File: src/rtl/fourphase_rr_arbiter.sv
// Round-robin arbiter that forwards one requester's payload to a shared
// resource over a level-sensitive four-phase req/ack handshake.
module fourphase_rr_arbiter #(
    parameter  int NumReq    = 4,
    parameter  int DataWidth = 32,
    localparam int IdxWidth  = $clog2(NumReq)
) (
    input  logic                        clk_i,
    input  logic                        rst_ni,
    input  logic [NumReq-1:0]           req_valid_i,
    input  logic [NumReq*DataWidth-1:0] req_data_i,
    output logic [NumReq-1:0]           req_ready_o,
    output logic                        hs_req_o,
    input  logic                        hs_ack_i,
    output logic [DataWidth-1:0]        hs_data_o,
    output logic [IdxWidth-1:0]         hs_idx_o,
    output logic                        busy_o
);

    typedef enum logic [1:0] {
        ST_IDLE,
        ST_REQ,
        ST_RELEASE
    } state_e;

    state_e               state_q, state_d;
    logic                 hs_req_q;
    logic [DataWidth-1:0] hs_data_q;
    logic [IdxWidth-1:0]  hs_idx_q;
    logic [IdxWidth-1:0]  rr_ptr_q;

    logic [DataWidth-1:0] req_data_arr [NumReq];
    logic                 any_valid;
    logic [IdxWidth-1:0]  win_idx;
    logic [IdxWidth-1:0]  cand_idx;
    int                   cand;
    logic                 grant_en;
    logic                 rr_adv;

    for (genvar g = 0; g < NumReq; g++) begin : g_unpack
        assign req_data_arr[g] = req_data_i[g*DataWidth +: DataWidth];
    end

    // Search starts at rr_ptr and wraps modulo NumReq, so non-power-of-two
    // requester counts never index past the last requester.
    always_comb begin
        // NOTE: every variable gets a default before any branch, otherwise
        // paths that skip an assignment would infer a latch.
        any_valid = 1'b0;
        win_idx   = '0;
        cand      = 0;
        cand_idx  = '0;
        for (int k = 0; k < NumReq; k++) begin
            cand = int'(rr_ptr_q) + k;
            if (cand >= NumReq) begin
                cand = cand - NumReq;
            end
            cand_idx = IdxWidth'(cand);
            if (!any_valid && req_valid_i[cand_idx]) begin
                any_valid = 1'b1;
                win_idx   = cand_idx;
            end
        end
    end

    // NOTE: sequential state uses non-blocking assignments so every register
    // samples the pre-edge values regardless of process evaluation order.
    always_ff @(posedge clk_i or negedge rst_ni) begin
        if (!rst_ni) begin
            state_q <= ST_IDLE;
        end else begin
            state_q <= state_d;
        end
    end

    // A stale ack left over from an abandoned transaction blocks new grants.
    always_comb begin
        state_d = state_q;
        unique case (state_q)
            ST_IDLE:    if (any_valid && !hs_ack_i) state_d = ST_REQ;
            ST_REQ:     if (hs_ack_i)               state_d = ST_RELEASE;
            ST_RELEASE: if (!hs_ack_i)              state_d = ST_IDLE;
            default:                                state_d = ST_IDLE;
        endcase
    end

    always_comb begin
        req_ready_o = '0;
        grant_en    = 1'b0;
        rr_adv      = 1'b0;
        busy_o      = (state_q != ST_IDLE);
        if (state_q == ST_IDLE && any_valid && !hs_ack_i) begin
            grant_en = 1'b1;
        end
        if (state_q == ST_REQ && hs_ack_i) begin
            req_ready_o[hs_idx_q] = 1'b1;
            rr_adv                = 1'b1;
        end
    end

    always_ff @(posedge clk_i or negedge rst_ni) begin
        if (!rst_ni) begin
            hs_req_q  <= 1'b0;
            hs_data_q <= '0;
            hs_idx_q  <= '0;
            rr_ptr_q  <= '0;
        end else begin
            hs_req_q <= (state_d == ST_REQ);
            if (grant_en) begin
                hs_data_q <= req_data_arr[win_idx];
                hs_idx_q  <= win_idx;
            end
            if (rr_adv) begin
                rr_ptr_q <= (hs_idx_q == IdxWidth'(NumReq - 1)) ? '0
                                                                : hs_idx_q + IdxWidth'(1);
            end
        end
    end

    assign hs_req_o  = hs_req_q;
    assign hs_data_o = hs_data_q;
    assign hs_idx_o  = hs_idx_q;

`ifndef SYNTHESIS
    logic ack_prev;

    // Deliberately not reset: an ack held high across reset is not a new edge.
    always_ff @(posedge clk_i) begin
        ack_prev <= hs_ack_i;
    end

    always @(posedge clk_i) begin
        if (rst_ni) begin
            if (state_q == ST_REQ) begin
                assert (req_valid_i[hs_idx_q])
                else $error("granted requester %0d dropped valid before handshake", hs_idx_q);
            end
            if (hs_ack_i && !ack_prev) begin
                assert (state_q == ST_REQ)
                else $error("hs_ack_i rose outside REQ");
            end
            assert ($onehot0(req_ready_o))
            else $error("req_ready_o not onehot0: %b", req_ready_o);
        end
    end
`endif

endmodule
File: config.mk
export PLATFORM = sky130hd
export DESIGN_NAME = fourphase_rr_arbiter
export DESIGN_NICKNAME = d
export VERILOG_FILES = /design/src/rtl/fourphase_rr_arbiter.sv
export SDC_FILE = /design/constraint.sdc
export NUM_CORES = 1
export LEC_CHECK = 0
export ABC_AREA = 1
export CAP_MARGIN = 40
export CORE_ASPECT_RATIO = 1.5
export CORE_MARGIN = 5
export CORE_UTILIZATION = 39
export DETAILED_ROUTE_END_ITERATION = 8
export MAX_ROUTING_LAYER = met4
export PLACE_DENSITY = 0.84
export SYNTH_ARGS = -nofsm -noshare
export SYNTH_HDL_FRONTEND = slang
export SYNTH_SLANG_ARGS = --single-unit
File: constraint.sdc
create_clock -name clk_i -period 2.1 [get_ports clk_i]
set_input_delay 0.21 -clock clk_i [delete_from_list [all_inputs] [get_ports clk_i]]
set_output_delay 0.21 -clock clk_i [all_outputs]
set_load 0.05 [all_outputs]
==> results.cfg, run 1 <==
[status]
status = finished, final reports clean

[critical_path]
crit_fanout = 22
cpMostUsedCell = nand2_1
critPathArrivalTime_ns = 2.17
critPathMaxStageDelay_ns = 0.44
path_cells = buf_6 > nand2_1 > nand3_1 > nand2_2 > nand2_1 > nand2_1 > nand2_1 > nand3_4 > inv_4 > clkbuf_16 > nand2_1 > nand2_1 > nand2_1 > nand3_1
end_kind = flop
critPathBufInv = 3
start_kind = flop
cpMaxStageDelayCell = dfrtp_2
critical_path.top_delay_family = simple AND/OR/NAND/NOR gates
crit_type = flop to flop
worstPathRequired_ns = 2.26

[power_and_ir_drop]
power_w = 0.00977
power_frac_comb = 0.785
p_sw_frac = 0.544
clkPwrFrac = 0.074
ir_worst_vdd_v = 0.00141
power.leakage_nw = 2.74
intPower_w = 0.00446
power_density_mw_per_mm2 = 1850
seqPwrFrac = 0.141
switchingPower_w = 0.00531

[die]
die_area_sq_mm = 0.00975
core_area_sq_mm = 0.00766
die_w_um = 82.3
io-pin-count = 175
core.rowCount = 39
start_util = 0.399
die_h_um = 118

[cells_and_area]
drive_above_1_share = 0.0778
final_util = 0.689
areaGrowthSynthToFinish_pct = 72.6
nets = 845
final_area_sq_mm = 0.00528
diodes = 0

[clock_network]
cts.sinks = 39
cts_tree = built
h-tree-depth = 2
numCtsBuffers = 5
cts_root_buf = clkbuf_16
insertion_delay_ns = 0.27
clk_pin_slew_worst_paths_ns = 0.06
clk_path_buf_depth = 2

[timing]
tightest_slew_ns = 0.540
post-route-min-period_ns = 2.01
finalHoldViolations = 0
drv_slew = 0
slew_headroom = 0.639
finalCritPeriodShare = 0.957
skew_ns = 0.00183
setup_viol = 0
rsz0062_at_grt = yes
max_freq_mhz = 498
finalSetupTns_ns = 0

[yosys]
yosysWarnings = 0
syn-num-nets = 671
yosysSeqAreaShare = 0.319
ys_ff_latch = 39
synth.distinct_cells = 19
synth_cells = 532
synth.cell_area_sq_mm = 0.00306
synth_top_area_share = 0.373
synth_area_leaders = nand2_1, dfrtp_1, nand3_1
yosys.area.top_type = nand2_1
avgSynthCellArea_sq_um = 5.75

[global_route]
grt_max_degree = 46
grt_pass1_vias = 3639
grt-ovfl-total = 0
grt_use_total = 0.216
antenna_found_initial = 0
grt_pass1_wl_mm = 16.3

[detailed_routing]
routed_wl_mm = 11.3
wire_per_inst_um = 13.9
drcViolationCount = 0
via_per_inst = 4.80
vias = 3885
initialDrtViolationCount = 157
first_pass_iters = 7
ant_nets = 0

[place]
io_buffers = 174
gp_congestion = 0.826
dpl_cell_area_sq_mm = 0.00501
dp_hpwl_mm = 8.36

[min_path]
hp-class = primary input to async pin

[job]
maxCapViolCount = 0
## flip-flops by register name, indices dropped and copies added, names as in the netlist
| register | flops |
|---|---|
| hs_data_o | 32 |
| hs_idx_o | 2 |
| hs_req_o | 1 |
| rr_ptr_q | 2 |
| state_q | 2 |
## layer usage
layer	GRT usage	vias up	wire length [um]
li1	-	1947	-
met1	0.225	1751	4130
met2	0.399	168	6050
met3	0.0350	19	843
met4	0.0655	0	252
met5	-	-	0
## per-stage QoR
| step | worst slack (ns) | cells | hold slack, ns |
|---|---|---|---|
| 2_1_floorplan | 0.297 | 532 | -0.0856 |
| 3_3_place_gp | 0.0780 | 795 | 0.381 |
| 3_5_place_dp | 0.0245 | 796 | 0.191 |
| 4_1_cts | 0.105 | 805 | 0.430 |
| 5_1_grt | -0.0996 | 809 | 0.499 |
| 6_report | 0.0903 | 809 | 0.441 |
## cell type report
class | instances | area [sq um]
repair buffers | 194 | 2070
flip-flops and latches | 39 | 977
well taps | 102 | 128
inverters | 62 | 238
clock buffers | 7 | 133
fillers | 659 | 2380
clock inverters | 1 | 5.00
multi-input cells | 404 | 1730
## cell families after synthesis
kind of cell             Yosys count  synth area share
AO/OA/AOI/OAI                      8            0.0147
buffers and inverters             89             0.129
flip-flops                        39             0.319
adder cells (fa/ha/maj)            4            0.0164
AND/OR/NAND/NOR                  392             0.521
## timing repair
item,4_1_cts,5_1_grt
setup endpoints to repair,0,32
resized for setup,0,20
buffers inserted,0,1
hold endpoints to repair,17,0
hold buffers,1,0
## synth_stat cells (all sizes together)
cell type	instances
nand2	304
o21ai	5
nor3	1
a21oi	1
clkbuf	5
o31ai	2
buf	22
nor2	12
nand3	75
ha	4
inv	62
dfrtp	39
## cells in the final DEF (no fill, tap or decap), types with 2 or more instances in the layout
cell type	synthesis	final
inv_1	56	56
o31ai_1	2	2
inv_4	0	2
nand3_2	3	4
nand3_1	72	70
nor2_2	2	4
nand2_1	304	296
dfrtp_1	39	38
o21ai_0	4	4
nor2_1	9	7
clkdlybuf4s50_1	0	169
buf_12	0	10
ha_1	4	4
clkbuf_1	5	2
nand2_2	0	8
buf_4	8	8
clkbuf_16	0	7
buf_6	2	2
inv_2	6	4
## path summary, 6_finish.rpt
kind / startpoint / endpoint / slack (ns) / cells past startpoint
max in group asynchronous: rst_ni / rr_ptr_q[0]$_DFFE_PN0P_ / 1.17 / 3
max reg2reg: rr_ptr_q[0]$_DFFE_PN0P_ / hs_data_o[13]$_DFFE_PN0P_ / 0.09 / 14
max: rr_ptr_q[0]$_DFFE_PN0P_ / hs_data_o[13]$_DFFE_PN0P_ / 0.09 / 14
min in group clk_i: hs_data_o[7]$_DFFE_PN0P_ / hs_data_o[7]$_DFFE_PN0P_ / 0.49 / 2
min: rst_ni / hs_data_o[15]$_DFFE_PN0P_ / 0.44 / 2
min reg2reg: hs_data_o[7]$_DFFE_PN0P_ / hs_data_o[7]$_DFFE_PN0P_ / 0.49 / 2
## power by group through the flow
| stage | Clock (W) | Sequential (W) | Combinational [W] |
|---|---|---|---|
| global placement | 0 | 0.00135 | 0.00690 |
| floorplan | 0 | 0.00242 | 0.00390 |
| global route | 0.000777 | 0.00142 | 0.00842 |
| CTS | 0.000739 | 0.00137 | 0.00710 |
| finish | 0.000722 | 0.00138 | 0.00767 |
| detailed placement | 0 | 0.00137 | 0.00709 |
Power figures use the tool's default switching activity.
==> run 2, diff against run 1 <==
--- a/config.mk
+++ b/config.mk
@@ -13,6 +13,7 @@
 export DETAILED_ROUTE_END_ITERATION = 8
 export MAX_ROUTING_LAYER = met4
 export PLACE_DENSITY = 0.84
+export SLEW_MARGIN = 5
 export SYNTH_ARGS = -nofsm -noshare
 export SYNTH_HDL_FRONTEND = slang
 export SYNTH_SLANG_ARGS = --single-unit
==> results of run 2 <==
Same layout as run 1: the final DEF is identical, and so are final timing and power.
